**src/rtl/serial_subtractor.sv**
```systemverilog
// Bit-serial subtractor: computes a - b - bin one bit per clock, LSB first,
// and reports the difference, unsigned borrow-out and signed overflow.
module serial_subtractor #(
  parameter int unsigned WIDTH = 16
) (
  input  logic             clk,
  input  logic             rst_n,
  input  logic             start,
  input  logic [WIDTH-1:0] a,
  input  logic [WIDTH-1:0] b,
  input  logic             bin,
  output logic [WIDTH-1:0] d,
  output logic             bout,
  output logic             ovf,
  output logic             busy,
  output logic             done
);

  localparam int unsigned CW = (WIDTH > 1) ? $clog2(WIDTH) : 1;
  localparam logic [CW-1:0] LAST_BIT = CW'(WIDTH - 1);

  typedef enum logic [1:0] {
    S_IDLE = 2'd0,
    S_RUN  = 2'd1,
    S_DONE = 2'd2
  } state_t;

  state_t           r_state;
  state_t           w_state_nxt;
  logic [WIDTH-1:0] r_a;
  logic [WIDTH-1:0] w_a_nxt;
  logic [WIDTH-1:0] r_b;
  logic [WIDTH-1:0] w_b_nxt;
  logic [WIDTH-1:0] r_res;
  logic [WIDTH-1:0] w_res_nxt;
  logic             r_br;
  logic             w_br_nxt;
  logic [CW-1:0]    r_cnt;
  logic [CW-1:0]    w_cnt_nxt;
  logic             r_a_msb;
  logic             w_a_msb_nxt;
  logic             r_b_msb;
  logic             w_b_msb_nxt;
  logic [WIDTH-1:0] r_d;
  logic [WIDTH-1:0] w_d_nxt;
  logic             r_bout;
  logic             w_bout_nxt;
  logic             r_ovf;
  logic             w_ovf_nxt;
  logic             r_busy;
  logic             w_busy_nxt;
  logic             r_done;
  logic             w_done_nxt;

  // Full-subtractor cell on the current LSBs and running borrow
  logic w_diff;
  logic w_borrow;
  assign w_diff   = r_a[0] ^ r_b[0] ^ r_br;
  assign w_borrow = (~r_a[0] & r_b[0]) | (~r_a[0] & r_br) | (r_b[0] & r_br);

  always_comb begin
    w_state_nxt = r_state;
    w_a_nxt     = r_a;
    w_b_nxt     = r_b;
    w_res_nxt   = r_res;
    w_br_nxt    = r_br;
    w_cnt_nxt   = r_cnt;
    w_a_msb_nxt = r_a_msb;
    w_b_msb_nxt = r_b_msb;
    w_d_nxt     = r_d;
    w_bout_nxt  = r_bout;
    w_ovf_nxt   = r_ovf;
    w_busy_nxt  = r_busy;
    w_done_nxt  = 1'b0;

    case (r_state)
      S_IDLE: begin
        w_busy_nxt = 1'b0;
        if (start) begin
          w_a_nxt     = a;
          w_b_nxt     = b;
          w_br_nxt    = bin;
          w_a_msb_nxt = a[WIDTH-1];
          w_b_msb_nxt = b[WIDTH-1];
          w_res_nxt   = '0;
          w_cnt_nxt   = '0;
          w_busy_nxt  = 1'b1;
          w_state_nxt = S_RUN;
        end
      end
      S_RUN: begin
        w_a_nxt   = {1'b0, r_a[WIDTH-1:1]};
        w_b_nxt   = {1'b0, r_b[WIDTH-1:1]};
        w_res_nxt = {w_diff, r_res[WIDTH-1:1]};
        w_br_nxt  = w_borrow;
        if (r_cnt == LAST_BIT) begin
          // Final bit: w_diff is the result MSB, so overflow is decided here
          w_d_nxt     = {w_diff, r_res[WIDTH-1:1]};
          w_bout_nxt  = w_borrow;
          w_ovf_nxt   = (r_a_msb ^ r_b_msb) & (w_diff ^ r_a_msb);
          w_done_nxt  = 1'b1;
          w_state_nxt = S_DONE;
        end else begin
          w_cnt_nxt = r_cnt + CW'(1);
        end
      end
      S_DONE: begin
        w_busy_nxt  = 1'b0;
        w_state_nxt = S_IDLE;
      end
      default: begin
        w_busy_nxt  = 1'b0;
        w_state_nxt = S_IDLE;
      end
    endcase
  end

  always_ff @(posedge clk or negedge rst_n) begin
    if (!rst_n) begin
      r_state <= S_IDLE;
      r_a     <= '0;
      r_b     <= '0;
      r_res   <= '0;
      r_br    <= 1'b0;
      r_cnt   <= '0;
      r_a_msb <= 1'b0;
      r_b_msb <= 1'b0;
      r_d     <= '0;
      r_bout  <= 1'b0;
      r_ovf   <= 1'b0;
      r_busy  <= 1'b0;
      r_done  <= 1'b0;
    end else begin
      r_state <= w_state_nxt;
      r_a     <= w_a_nxt;
      r_b     <= w_b_nxt;
      r_res   <= w_res_nxt;
      r_br    <= w_br_nxt;
      r_cnt   <= w_cnt_nxt;
      r_a_msb <= w_a_msb_nxt;
      r_b_msb <= w_b_msb_nxt;
      r_d     <= w_d_nxt;
      r_bout  <= w_bout_nxt;
      r_ovf   <= w_ovf_nxt;
      r_busy  <= w_busy_nxt;
      r_done  <= w_done_nxt;
    end
  end

  assign d    = r_d;
  assign bout = r_bout;
  assign ovf  = r_ovf;
  assign busy = r_busy;
  assign done = r_done;

endmodule

```
**config.mk**
```make
export PLATFORM = sky130hd
export DESIGN_NAME = serial_subtractor
export DESIGN_NICKNAME = d
export VERILOG_FILES = /design/src/rtl/serial_subtractor.sv
export SDC_FILE = /design/constraint.sdc
export NUM_CORES = 1
export LEC_CHECK = 0
export CAP_MARGIN = 20
export CELL_PAD_IN_SITES_DETAIL_PLACEMENT = 1
export CELL_PAD_IN_SITES_GLOBAL_PLACEMENT = 2
export CORE_UTILIZATION = 37
export DETAILED_ROUTE_END_ITERATION = 8
export GPL_ROUTABILITY_DRIVEN = 0
export PLACE_DENSITY = 0.94
export SETUP_SLACK_MARGIN = 0.02
export SYNTH_ARGS = -nofsm -noshare
export SYNTH_HDL_FRONTEND = slang
export SYNTH_SLANG_ARGS = --single-unit
```
**constraint.sdc**
```tcl
create_clock -name clk -period 2.44 [get_ports clk]
set_clock_uncertainty 0.05 [all_clocks]
set_input_delay 0.488 -clock clk [delete_from_list [all_inputs] [get_ports clk]]
set_output_delay 0.488 -clock clk [all_outputs]
set_load 0.05 [all_outputs]
```
# Word level (Yosys, flattened, before mapping)
# Index checks and enable logic that the tools add are counted.
[word_totals]
ff_bits = 77
inputBits = 36
output_inout_bits = 20
elab_cells = 55
[op_classes]
n_addsub = 1
n_eq_ne = 5
n_mux = 18
bitwise = 11
reduce_logical = 7
[ops]
columns = ["cell", "n"]
rows = [
  ["$pmux 16 s2", 3],
  ["$mux 16", 3],
  ["$mux 4", 2],
  ["$pmux 4 s2", 1],
  ["$reduce_and 2->1", 4],
  ["$ne 2x2->1 const B", 3],
  ["$add 4x1->4 const B", 1],
  ["$and 1x1->1", 4],
  ["$eq 4x4->1 const B", 1],
  ["$mux 1", 4],
  ["$mux 2", 2],
  ["$pmux 1 s2", 2],
  ["$pmux 2 s2", 1],
  ["$xor 1x1->1", 4],
  ["$reduce_and 3->1", 1],
  ["$eq 2x1->1 const B", 1],
  ["$logic_not 2->1", 1],
  ["$or 1x1->1", 2],
  ["$reduce_bool 2->1", 1],
  ["$not 1->1", 1],
]

# Depth between registers and ports, before layout
# Gate-level depths: netlist (run 1).
[depth]
ltp_word = 5
ltp_mapped = 6

# Least setup slack after synthesis (run 1)
# OpenSTA, ideal clock, no wires.
[synth_timing]
path_kind = "input -> register"
startpoint = "input start"
endpoint = "register r_a_msb"
setup_ps = 125
arrival_time_ps = 1410
t_required_ps = 2265
slack_ps = 855
path_stages = 5
cell_sequence = "buf_2 > nor2b_1 > buf_2 > nor2b_1 > mux2_2"
[synth_via]
elab_chain_cells = 1
[synth_lines]
columns = ["element", "line", "source"]
rows = [
  ["start, declared", "8", "input logic start,"],
  ["$reduce_and 2->1 (no source line)", "-", ""],
  ["end signal, assigned", "140", "r_a_msb <= w_a_msb_nxt;"],
  ["end, declared", "40", "logic r_a_msb;"],
]
# No other way between the ends.
# A chain may end at the register's enable or synchronous reset.

# Worst setup path after layout (run 1)
[layout_timing]
startpoint = "register r_busy, in the netlist busy"
endpoint = "output busy"
[layout_lines]
columns = ["element", "line", "source"]
rows = [
  ["start, declared", "50", "logic r_busy;"],
  ["start signal, assigned", "145", "r_busy <= w_busy_nxt;"],
  ["end, declared", "15", "output logic busy,"],
]
# No word-level cell between the ends.

==> metrics.txt, run 1 <==
ys async rst share=100%; Final HPWL DP=5440 µm; Tot GR Track Use=19.3%; per-cell routed wire length=17.8 µm; nets@finish=391; WHS=18.6 ps; most frequent cells after synthesis=dfrtp_1, a21oi_1, o21ai_0; min Tclk post-route=2090 ps; max_slew headroom=63.7%; drt drc=3; number of synthesized flops with an enable pin=0; DRT iter0 DRCs=100; chip width=98.2 µm; maxcap violations=0; CTS tree=done; post-synthesis cell count=300; count of cell types in the netlist=34; post-synthesis sequential area ratio=55.5%; slowest stage delay, CP=840 ps; Hold WC Path Type=in2async; Layout fillers=951; antenna violations before repair=0; Detail Route Antenna Nets=0; largest net degree at the start of global routing=47; FF-to-FF End=d[5]$_DFFE_PN0P_; peak fanout along the critical path=2; Hold Vio Cnt, Final=0; clk sink count=76; RSZ-0062 raised after global routing=false; top-area cell type share of the netlist area=55.5%; Synth Register Bits=76; Cell Rows=34; final number of max-transition violations=0; DRT Pass-1 Iters=6; via count=2567; post-CTS setup repair buffer count=0; failing checks=design-rule violations; H-Tree Depth=3; Final WS setup=347 ps; top_reg_cell synth=dfrtp_1; Worst Setup Start Kind=flop; R2R depth=3; Setup-failing EPs final=0; Core Area=8850 µm²; cts bufs inserted=9; reg2reg start=r_cnt[0]$_DFFE_PN0P_; Initial Utilization=38.7%; Synth warnings=0; highest-delay cell along the critical path=clkdlybuf4s50_1; number of global-route vias before repair=2790; vias per cell=5.51; Port-buffer cells=55; setup_tns=0 ps; f_max=478 MHz; Reg2Reg Setup Slack=740 ps; clk_lat worst skew=350 ps; ANT cells=0; power density over cell area=1300 nW/µm²; die area=9650 µm²; Slew @ Worst Pin=542 ps; placed insts=450; maximum vdd ir drop=0.437 mV; Cell Area, Synth=3430 µm²; CTS resizes=0; Yosys top cell by area=dfrtp_1; Critical Path AT=1550 ps; WP buf/inv=1; Area contributors post-synth=dfrtp_1, a22oi_1, nor2b_1, a21oi_1, o21ai_0; I/O pins=56; delay-heaviest family, CP=buffers and inverters; critical path data required time=1900 ps; synthesis-to-finish area growth=26.4%; Post-Syn Area per Cell=11.4 µm²; clk root buf=clkbuf_8; fin cells=466; first-pass GRT wire length=14400 µm; crit path cell chain=clkdlybuf4s50_1; crit end category=output pin; CTS Buffer Depth=2; syn_nets=338; count leader, synth=dfrtp_1; GR Overflow Total=0; Hold-fix buffers, CTS=0; detailed-route wire length=8290 µm; Pleak=1.89 nW; Crit Path Category=reg2out; Place WS=495 ps; Die Height=98.2 µm; fin crit share=85.8%; status=finished with violations; fraction of layout cells with a size suffix above 1=14.5%; Worst-path clk slew=80 ps
worst max-delay path by stage:
stage                          start              endpoint  slack (ps)  cells past startpoint
global placement               start  r_cnt[1]$_DFFE_PN0P_         540                      5
floorplan                      start   r_a_msb$_DFFE_PN0P_         860                      5
CTS                 busy$_DFFE_PN0N_                  busy         320                      1
detailed placement             start  r_cnt[1]$_DFFE_PN0P_         490                      5
finish              busy$_DFFE_PN0N_                  busy         350                      1
global route        busy$_DFFE_PN0N_                  busy         300                      1
cell usage in the layout, fill, tap and decap left out, drive strengths merged, types with 2 or more instances in the layout:
cell type,count
dfrtp,76
clkdlybuf4s50,54
a21oi,34
o21ai,33
nor2b,33
a22oi,29
mux2,19
a22o,15
buf,13
clkbuf,9
nand2,6
inv,5
nand3,3
a2bb2oi,3
bufinv,3
clkinv,3
and3,2
nand2b,2
o22ai,2
mux2i,2
and4,2
where the power goes:
group / internal [mW] / switching [mW]
Clock: 0.688 / 0.491
Combinational: 0.987 / 1.32
Sequential: 1.75 / 0.371
Total: 3.43 / 2.19
sequential cells by signal, indices dropped and copies added (netlist names):
register  cells
r_a_msb       1
r_cnt         4
r_res        15
r_b          16
ovf           1
busy          1
r_br          1
r_state       2
r_b_msb       1
bout          1
done          1
d            16
r_a          16
metrics by stage:
stage	power (mW)	instance area [µm²]	util [%]
2_1_floorplan	3.73	3430	-
3_3_place_gp	4.33	4080	46.1
3_5_place_dp	4.47	4080	46.1
4_1_cts	5.68	4330	48.9
5_1_grt	5.98	4330	48.9
6_report	5.61	4330	48.9
final cells by class:
| type | instances | area [µm²] | share of cell area, % |
|---|---|---|---|
| Sequential cell | 76 | 1900 | 43.9 |
| Clock inverter | 7 | 124 | 2.86 |
| Tap cell | 108 | 135 | 3.12 |
| Clock buffer | 9 | 124 | 2.86 |
| Timing Repair Buffer | 67 | 651 | 15.0 |
| Multi-Input combinational cell | 195 | 1380 | 31.8 |
| Inverter | 4 | 15.0 | 0.347 |
kinds of logic after synthesis:
kind of cell	count (synthesis)	share of synthesized area, %
AO/OA/AOI/OAI	119	21.9
XOR/XNOR	1	0.256
adder cells (fa/ha/maj)	2	0.950
buffers and inverters	29	4.31
flip-flops	76	55.5
multiplexers	21	7.71
AND/OR/NAND/NOR	52	9.35
routing by layer:
layer | GRT usage (%) | vias to the layer above | part of all wire, %
met3 | 4.08 | 14 | 2.8
met2 | 32.2 | 38 | 51
met1 | 24.4 | 1326 | 44
li1 | - | 1189 | -
met5 | 0 | - | 0
met4 | 7.92 | 0 | 1.9
No activity file was read; power rests on OpenSTA's default activity.
==> inputs of run 2 (changes only) <==
--- a/config.mk
+++ b/config.mk
@@ -11,6 +11,7 @@
 export CORE_UTILIZATION = 37
 export DETAILED_ROUTE_END_ITERATION = 8
 export GPL_ROUTABILITY_DRIVEN = 0
+export HOLD_SLACK_MARGIN = 0.06
 export PLACE_DENSITY = 0.94
 export SETUP_SLACK_MARGIN = 0.02
 export SYNTH_ARGS = -nofsm -noshare
==> metrics.txt, run 2 (synthesis results as in run 1) <==
slowest stage delay, CP=840 ps; drt drc=3; chip width=98.2 µm; Initial Utilization=38.7%; Hold Vio Cnt, Final=0; Final WS setup=350 ps; CTS Buffer Depth=2; max_slew headroom=63.7%; setup_tns=0 ps; WHS=468 ps; maxcap violations=0; crit end category=output pin; RSZ-0062 raised after global routing=false; maximum vdd ir drop=0.440 mV; Pleak=1.89 nW; Slew @ Worst Pin=543 ps; clk_lat worst skew=350 ps; I/O pins=56; clk root buf=clkbuf_8; f_max=479 MHz; die area=9650 µm²; crit path cell chain=clkdlybuf4s50_1; power density over cell area=1300 nW/µm²; failing checks=design-rule violations; per-cell routed wire length=17.8 µm; synthesis-to-finish area growth=26.7%; most common cell after layout, fill and taps aside=dfrtp_1; Hold WC Path Type=reg2reg; final number of max-transition violations=0; detailed-route wire length=8330 µm; via count=2578; Port-buffer cells=55; clk sink count=76; DRT Pass-1 Iters=6; Cell Rows=34; post-CTS setup repair buffer count=0; status=finished with violations; antenna violations before repair=0; fin cells=467; Core Area=8850 µm²; WP buf/inv=1; H-Tree Depth=3; Worst Setup Start Kind=flop; Die Height=98.2 µm; DRT iter0 DRCs=105; GR Overflow Total=0; CTS resizes=0; largest net degree at the start of global routing=47; most frequent cells in the layout=dfrtp_1, clkdlybuf4s50_1, a21oi_1, o21ai_0, nor2b_1; Hold-fix buffers, CTS=1; Critical Path AT=1550 ps; first-pass GRT wire length=14500 µm; ANT cells=0; GR Layer Usage met2=32.2%; highest-delay cell along the critical path=clkdlybuf4s50_1; cts bufs inserted=9; Setup-failing EPs final=0; fin crit share=85.6%; Final HPWL DP=5440 µm; placed insts=450; critical path data required time=1900 ps; Detail Route Antenna Nets=0; Overall Power=5.62 mW; number of global-route vias before repair=2800; vias per cell=5.52; nets@finish=392; Tot GR Track Use=19.3%; fraction of layout cells with a size suffix above 1=14.5%; busiest grt layer=met2; Worst-path clk slew=80 ps; M1 GR Usage=24.4%; CTS tree=done; Place WS=495 ps; min Tclk post-route=2090 ps; delay-heaviest family, CP=buffers and inverters; Crit Path Category=reg2out; grt met3 use=4.08%; peak fanout along the critical path=2
run 2: cell types whose count changed in the layout (fill, tap and decap cells not counted):
| cell | change |
|---|---|
| dlygate4sd3_1 | +1 |
run 2: where the power goes:
part / total (mW) / switching, mW / internal [mW]
Clock: 1.18 / 0.494 / 0.688
Combinational: 2.32 / 1.33 / 0.988
Sequential: 2.13 / 0.370 / 1.75
run 2: area by class of cell:
type / count / area [µm²]
fillers: 950 / 4510
flip-flops and latches: 76 / 1900
multi-input cells: 195 / 1380
repair buffers: 68 / 661
well taps: 108 / 135
clock buffers: 9 / 124
clock inverters: 7 / 124
inverters: 4 / 15.0
run 2: worst paths after layout:
check | start | end | slack, ps | cells after the start
min | r_b[5]$_DFFE_PN0P_ | r_b[5]$_DFFE_PN0P_ | 470 | 2
max in group asynchronous | rst_n | r_b[11]$_DFFE_PN0P_ | 1180 | 3
min in group asynchronous | rst_n | r_a[8]$_DFFE_PN0P_ | 580 | 2
max reg2reg | r_cnt[0]$_DFFE_PN0P_ | d[5]$_DFFE_PN0P_ | 730 | 3
min reg2reg | r_b[5]$_DFFE_PN0P_ | r_b[5]$_DFFE_PN0P_ | 470 | 2
max | busy$_DFFE_PN0N_ | busy | 350 | 1
run 2: metal layers:
layer,share of wire [%],routed length [µm]
met1,44,3690
met5,0,0
met2,51,4250
met4,1.9,157
met3,2.8,229
run 2: metrics by stage:
| step | utilization, % | area (µm²) |
|---|---|---|
| finish | 49.0 | 4340 |
| global route | 49.0 | 4340 |
| CTS | 49.0 | 4340 |
| detailed placement | 46.1 | 4080 |
| global placement | 46.1 | 4080 |
| floorplan | - | 3430 |
